<file path="src/rtl/ifid_fetch_queue.sv">
// ============================================================================
// Module   : ifid_fetch_queue
// Purpose  : Decoupling instruction queue between the fetch stage and the
//            decode stage. Buffers up to DEPTH {pc, instr} pairs with
//            valid/ready handshakes on both sides. A redirect (flush)
//            discards every buffered entry. When no valid entry is at the
//            head, decode sees PC 0 and the NOP instruction.
// Options  : IFQ_BYPASS_EN - when defined, an instruction arriving at an
//            empty queue that decode can take right away goes straight
//            through (0-cycle latency) without being stored.
// Revision : 1.0 - initial release
// ============================================================================
`timescale 1ns/1ps
`default_nettype none

module ifid_fetch_queue #(
  parameter int          DEPTH     = 4,
  parameter logic [31:0] NOP_INSTR = 32'hE6000000
) (
  input  logic                     clk,
  input  logic                     reset,
  input  logic                     in_valid,
  input  logic [31:0]              in_pc,
  input  logic [31:0]              in_instr,
  output logic                     in_ready,
  input  logic                     flush,
  output logic                     out_valid,
  output logic [31:0]              out_pc,
  output logic [31:0]              out_instr,
  input  logic                     out_ready,
  output logic [$clog2(DEPTH):0]   occupancy
);

  localparam int          AW           = $clog2(DEPTH);
  localparam logic [AW:0] c_full_count = DEPTH[AW:0];

  // Storage is deliberately not reset; the outputs are masked whenever
  // the head is not valid, so stale contents never reach decode.
  logic [31:0]   r_mem_pc    [DEPTH];
  logic [31:0]   r_mem_instr [DEPTH];
  logic [AW-1:0] r_wr_ptr;
  logic [AW-1:0] r_rd_ptr;
  logic [AW:0]   r_count;

  logic w_full;
  logic w_empty;
  logic w_bypass;
  logic w_push;
  logic w_pop;
  logic w_head_valid;

  // Full/empty come from the entry count; pointers alone are ambiguous
  // when they are equal.
  always_comb begin
    w_full  = (r_count == c_full_count);
    w_empty = (r_count == '0);
  end

`ifdef IFQ_BYPASS_EN
  // Pass-through: empty queue, fetch has an instruction, decode can take it.
  // Reset is folded in so outputs return to idle the same cycle reset rises.
  always_comb begin
    w_bypass = w_empty & in_valid & out_ready & ~flush & ~reset;
  end
`else
  // No pass-through path: outputs depend on stored state only.
  always_comb begin
    w_bypass = 1'b0;
  end
`endif

  // Handshake qualification. Flush has priority over both sides; a bypassed
  // instruction is consumed directly and never written into storage.
  always_comb begin
    w_head_valid = ~w_empty & ~flush;
    w_push       = in_valid & ~w_full & ~flush & ~w_bypass;
    w_pop        = w_head_valid & out_ready;
  end

  // Fetch-side ready looks only at the registered count, so a full queue
  // refuses a push even in a cycle where decode pops.
  always_comb begin
    in_ready  = ~w_full;
    occupancy = r_count;
  end

  // Head presentation: bypass data, stored head, or idle PC 0 / NOP.
  always_comb begin
    out_valid = w_head_valid | w_bypass;
    out_pc    = 32'h0;
    out_instr = NOP_INSTR;
    if (w_bypass) begin
      out_pc    = in_pc;
      out_instr = in_instr;
    end else if (w_head_valid) begin
      out_pc    = r_mem_pc[r_rd_ptr];
      out_instr = r_mem_instr[r_rd_ptr];
    end
  end

  // Entry storage write on an accepted push.
  always_ff @(posedge clk) begin
    if (w_push) begin
      r_mem_pc[r_wr_ptr]    <= in_pc;
      r_mem_instr[r_wr_ptr] <= in_instr;
    end
  end

  // Pointer and count update; flush empties the queue at the next edge.
  always_ff @(posedge clk or posedge reset) begin
    if (reset) begin
      r_wr_ptr <= '0;
      r_rd_ptr <= '0;
      r_count  <= '0;
    end else if (flush) begin
      r_wr_ptr <= '0;
      r_rd_ptr <= '0;
      r_count  <= '0;
    end else begin
      if (w_push) begin
        r_wr_ptr <= r_wr_ptr + 1'b1;
      end
      if (w_pop) begin
        r_rd_ptr <= r_rd_ptr + 1'b1;
      end
      case ({w_push, w_pop})
        2'b10:   r_count <= r_count + 1'b1;
        2'b01:   r_count <= r_count - 1'b1;
        default: r_count <= r_count;
      endcase
    end
  end

endmodule

`default_nettype wire
</file>
<file path="config.mk">
export PLATFORM = sky130hd
export DESIGN_NAME = ifid_fetch_queue
export DESIGN_NICKNAME = d
export VERILOG_FILES = /design/src/rtl/ifid_fetch_queue.sv
export SDC_FILE = /design/constraint.sdc
export NUM_CORES = 1
export LEC_CHECK = 0
export BUFFER_PORTS_ARGS = -buffer_cell sky130_fd_sc_hd__buf_2
export CAP_MARGIN = 20
export CORE_UTILIZATION = 57
export DETAILED_ROUTE_END_ITERATION = 8
export PLACE_DENSITY = 0.79
export SLEW_MARGIN = 20
export SYNTH_ARGS = -nofsm -noshare
export SYNTH_HDL_FRONTEND = slang
export SYNTH_SLANG_ARGS = --single-unit
</file>
<file path="constraint.sdc">
create_clock -name clk -period 8.6 [get_ports clk]
set_clock_uncertainty 0.05 [all_clocks]
set_input_delay 1.72 -clock clk [delete_from_list [all_inputs] [get_ports clk]]
set_output_delay 1.72 -clock clk [all_outputs]
set_load 0.03 [all_outputs]
</file>
### Word level (Yosys, flattened, before mapping)

Memories as Yosys holds them, arrays and structs flattened.
Cells that the tools add are included.

* equal/unequal tests: 3
* reduce and logical (&&, ||, !) cells: 4
* bitwise logic cells: 7
* add/sub/neg operators: 4
* muxes and demuxes: 10

Operator list (count)
* $mux W32: 2
* $mux W2: 4
* $pmux W3 S2: 1
* $add A2 B1 Y2 const B: 2
* $and A1 B1 Y1: 4
* $reduce_bool A2 Y1: 2
* $add A3 B1 Y3 const B: 1
* $eq A3 B3 Y1 const B: 1
* $logic_not A3 Y1: 1
* $mux W3: 1
* $not A1 Y1: 3
* $reduce_bool A3 Y1: 1
* $sub A3 B1 Y3 const B: 1
* $eq A2 B1 Y1 const B: 1
* $eq A2 B2 Y1 const B: 1
* $mux W1: 2

* memories kept: 2
* flip-flop bits (word level): 7
* RAM bits: 256

Memories
* r_mem_instr: words 4, bits a word 32, read ports 1, clocked after Yosys merged registers in 0, write ports 1, line 40 `logic [31:0] r_mem_instr [DEPTH];`
* r_mem_pc: words 4, bits a word 32, read ports 1, clocked after Yosys merged registers in 0, write ports 1, line 39 `logic [31:0] r_mem_pc [DEPTH];`

### Depth between registers and ports, before layout

* depth after elaboration: 7
* gate-level depth with buffers: 8
* mapped depth without buffers: 7

### Worst setup path after synthesis

OpenSTA, ideal clock, no wires.

* path type: input -> register
* start point: input port in_valid
* end point: memory r_mem_instr[0][0], enable pin
* arrival time: 6.896 ns
* path buffers: 1
* stages on the path: 3
* slack: 1.076 ns
* setup time: 0.578 ns
* required time: 7.972 ns
* cells stage by stage: buf_1 -> nand2_1 -> nor3b_1

* word-level cells in the longest chain between the ends: 4

Ends and longest elaborated chain
* from (decl): line 22 `input logic in_valid,`
* $and A1 B1 Y1 (2 in series): line 76 `w_push = in_valid & ~w_full & ~flush & ~w_bypass;`
* $mux W1: line 103 `if (w_push) begin`
* $mux W1 (implied by the code): line 105 `r_mem_instr[r_wr_ptr] <= in_instr;`
* to (decl): line 40

No other way between the ends.

### Worst setup path after layout

* start point: register r_rd_ptr[0]
* end point: output port out_instr[29]

* word-level cells in the longest chain between the ends: 2

Ends and longest elaborated chain
* from (decl): line 42 `logic [AW-1:0] r_rd_ptr;`
* from (signal assigned): line 124 `r_rd_ptr <= r_rd_ptr + 1'b1;`
* $mem_v2 Z4 W32
* $mux W32: line 95 `end else if (w_head_valid) begin`
* to (decl): line 29 `output logic [31:0] out_instr,`

No other way between the ends.

==> reports/qor.yml <==
status:
  status: "finished, final reports clean"
critical_path:
  cp.arrival_ns: 3.21
  rr_startpoint: "occupancy[1]$_DFFE_PP0P_"
  end_kind: "primary output"
  path_class: "reg -> out"
  crit_start: "r_rd_ptr[0]$_DFFE_PP0P_"
  cp-endpoint: "out_instr[29]"
  path_max_fanout: 34
  required_ns: 6.83
  r2r_cells: 7
  rr_endpoint: "occupancy[1]$_DFFE_PP0P_"
  reg2reg_slack_ns: 5.86
  cp-start-kind: "flop"
finish:
  multi_input_area_um2: 2220
  drive_above_1_share_pct: 40.1
  syn2layout_area_growth_pct: 17.5
  register_area_um2: 7870
  nets: 694
  final_cell_area_um2: 12000
  fillCellCount: 1136
  final_util_pct: 69.0
power:
  cellPowerDensity_nw_per_um2: 241
  irDropWorstVdd_mv: 0.207
  p_total_mw: 2.90
  p_leak_nw: 4.16
job:
  drv_cap: 0
sta:
  finalSetupViolations: 0
  report.final.slew_viol_count: 0
  tns_ns: 0
  hold_violations: 0
  tightest_slew_ns: 0.971
  rsz0062_at_grt: "false"
  relSlewSlack_pct: 35.2
  max_freq_ghz: 0.201
  finalCritPeriodShare_pct: 57.9
  worst_slack_ns: 3.62
  min_period_ns: 4.98
drt:
  drt_iter0_drc: 346
  drc: 0
  first_pass_iters: 4
  avgViaCountPerCell: 5.64
  vias: 4873
  drt-wirelength-per-cell_um: 20.5
  ant_nets: 0
  routed_wl_um: 17700
clock_network:
  htreeDepth: 1
  path_clk_slew_ns: 0.06
  hold_buffers: 0
  cts_root_buffer: "clkbuf_16"
  post_cts_buffers: 0
  clkSinkCount: 263
  cts_max_path_buffers: 3
  clk_latency_ns: 0.52
  cts_inserted_buffers: 26
  cts_resized: 0
  cts_tree: "done"
global_routing:
  grt_max_degree: 66
  grt_pass1_wl_um: 27400
  antenna_found_initial: 1
  grt-ovfl-total: 0
  grt_usage_pct: 20.1
  grt_pass1_vias: 5124
worst_hold_path:
  min_path_type: "reg -> reg"
synth:
  synthFlopType: "edfxtp_1"
  synth_top_cell_by_area: "edfxtp_1"
  synth_top_area_share_pct: 75.1
  yosys_register_bits: 263
  synth_area_um2: 10200
  async_flop_share_pct: 2.66
  yosysMostFrequentCell: "edfxtp_1"
  yosysUniqueCellTypes: 35
  synthTopCellsByCount: "edfxtp_1 (256), mux4_2 (64), and2_1 (60)"
  ys_warn_count: 0
  postSynthCellCount: 472
  synth.area.top_cells: "edfxtp_1 (75%), mux4_2 (14%), and2_1 (3.7%), dfrtp_1 (1.7%), buf_6 (0.55%)"
  synth_fp_nets: 546
  syn_avg_cell_area_um2: 21.7
  synth-edff-count: 256
  seq_area_frac_synth_pct: 76.8
place:
  dp_hpwl_um: 10600
  port_buffers: 137
  preCtsSetupSlack_ns: 3.63
  placed_area_um2: 11200
  gp_congestion: 0.718
floorplan:
  core_area_um2: 17400
  rows: 48
  num_io_pins: 138
  die_area_um2: 18500
  start_util_pct: 58.7
  die_w_um: 136
  die_y_um: 136
-- per-stage QoR --
stage,hold slack [ns],std cells
CTS,0.588,863
global route,0.622,863
detailed placement,0.579,817
floorplan,0.507,472
global placement,0.527,816
finish,0.595,864
-- worst min-delay path by stage --
stage	start	end	slack, ns	depth (start not counted)
global route	r_wr_ptr[1]$_DFFE_PP0P_	r_wr_ptr[1]$_DFFE_PP0P_	0.62	2
detailed placement	r_wr_ptr[0]$_DFFE_PP0P_	r_wr_ptr[0]$_DFFE_PP0P_	0.58	2
floorplan	r_wr_ptr[0]$_DFFE_PP0P_	r_wr_ptr[0]$_DFFE_PP0P_	0.51	2
global placement	r_wr_ptr[0]$_DFFE_PP0P_	r_wr_ptr[0]$_DFFE_PP0P_	0.53	2
CTS	r_wr_ptr[0]$_DFFE_PP0P_	r_wr_ptr[0]$_DFFE_PP0P_	0.59	2
finish	r_wr_ptr[1]$_DFFE_PP0P_	r_wr_ptr[1]$_DFFE_PP0P_	0.60	2
-- flip-flops by register name (all words and copies together), names as in the netlist --
name / flops
r_mem_instr: 128
r_rd_ptr: 2
occupancy: 3
r_mem_pc: 128
r_wr_ptr: 2
-- placed cells by master, fill, tap and decap left out, types with 2 or more instances in the layout --
master / instances
ha_1: 4
nor2_1: 4
xor2_1: 2
nor3b_2: 3
clkinvlp_4: 2
o21ai_0: 3
buf_4: 9
clkinv_2: 3
dfrtp_1: 5
or3_1: 5
clkinv_1: 6
buf_2: 137
mux4_2: 64
dfrtp_4: 2
nand3_1: 4
bufinv_16: 3
edfxtp_1: 256
a21oi_1: 3
clkbuf_1: 5
o22ai_1: 2
nor3b_1: 2
and2_1: 60
inv_1: 7
clkbuf_16: 27
-- routing by layer --
metal	track usage, %	share of wire [%]
met4	5.74	1.9
met1	25.5	40
met3	4.14	5.8
met5	0	0
met2	35.1	52
-- cell families (layout without fill, tap and decap cells) --
group,after synthesis,in the layout,share of synthesized area (%)
compound gates,16,16,1.05
xor+xnor,3,3,0.257
fa+ha+maj,5,5,0.685
buf+inv,34,200,1.75
flops,263,263,76.8
mux,65,65,14.2
other cells,0,1,0
simple gates,86,86,5.21
-- report_power, final --
part | leakage (nW) | total, mW | switching, mW | internal (mW)
registers | 2.42 | 1.48 | 0.0347 | 1.45
clock network | 0.402 | 1.10 | 0.438 | 0.659
logic | 1.34 | 0.322 | 0.180 | 0.143
-- critical path: stages (launching register included) --
cell     delay [ns]
dfrtp_4        0.86
buf_4          0.67
mux4_2         0.59
or3_1          0.36
buf_2          0.20
-- layout make-up --
| cell class | instances | share of cell area, % |
|---|---|---|
| sequential | 263 | 65.5 |
| multi-input combinational | 175 | 18.5 |
| timing repair buffer | 147 | 6.49 |
| clock buffer | 32 | 5.78 |
| tap | 225 | 2.34 |
| clock inverter | 14 | 1.19 |
| inverter | 7 | 0.219 |
| antenna | 1 | 0.0208 |
Power figures use the tool's default switching activity.
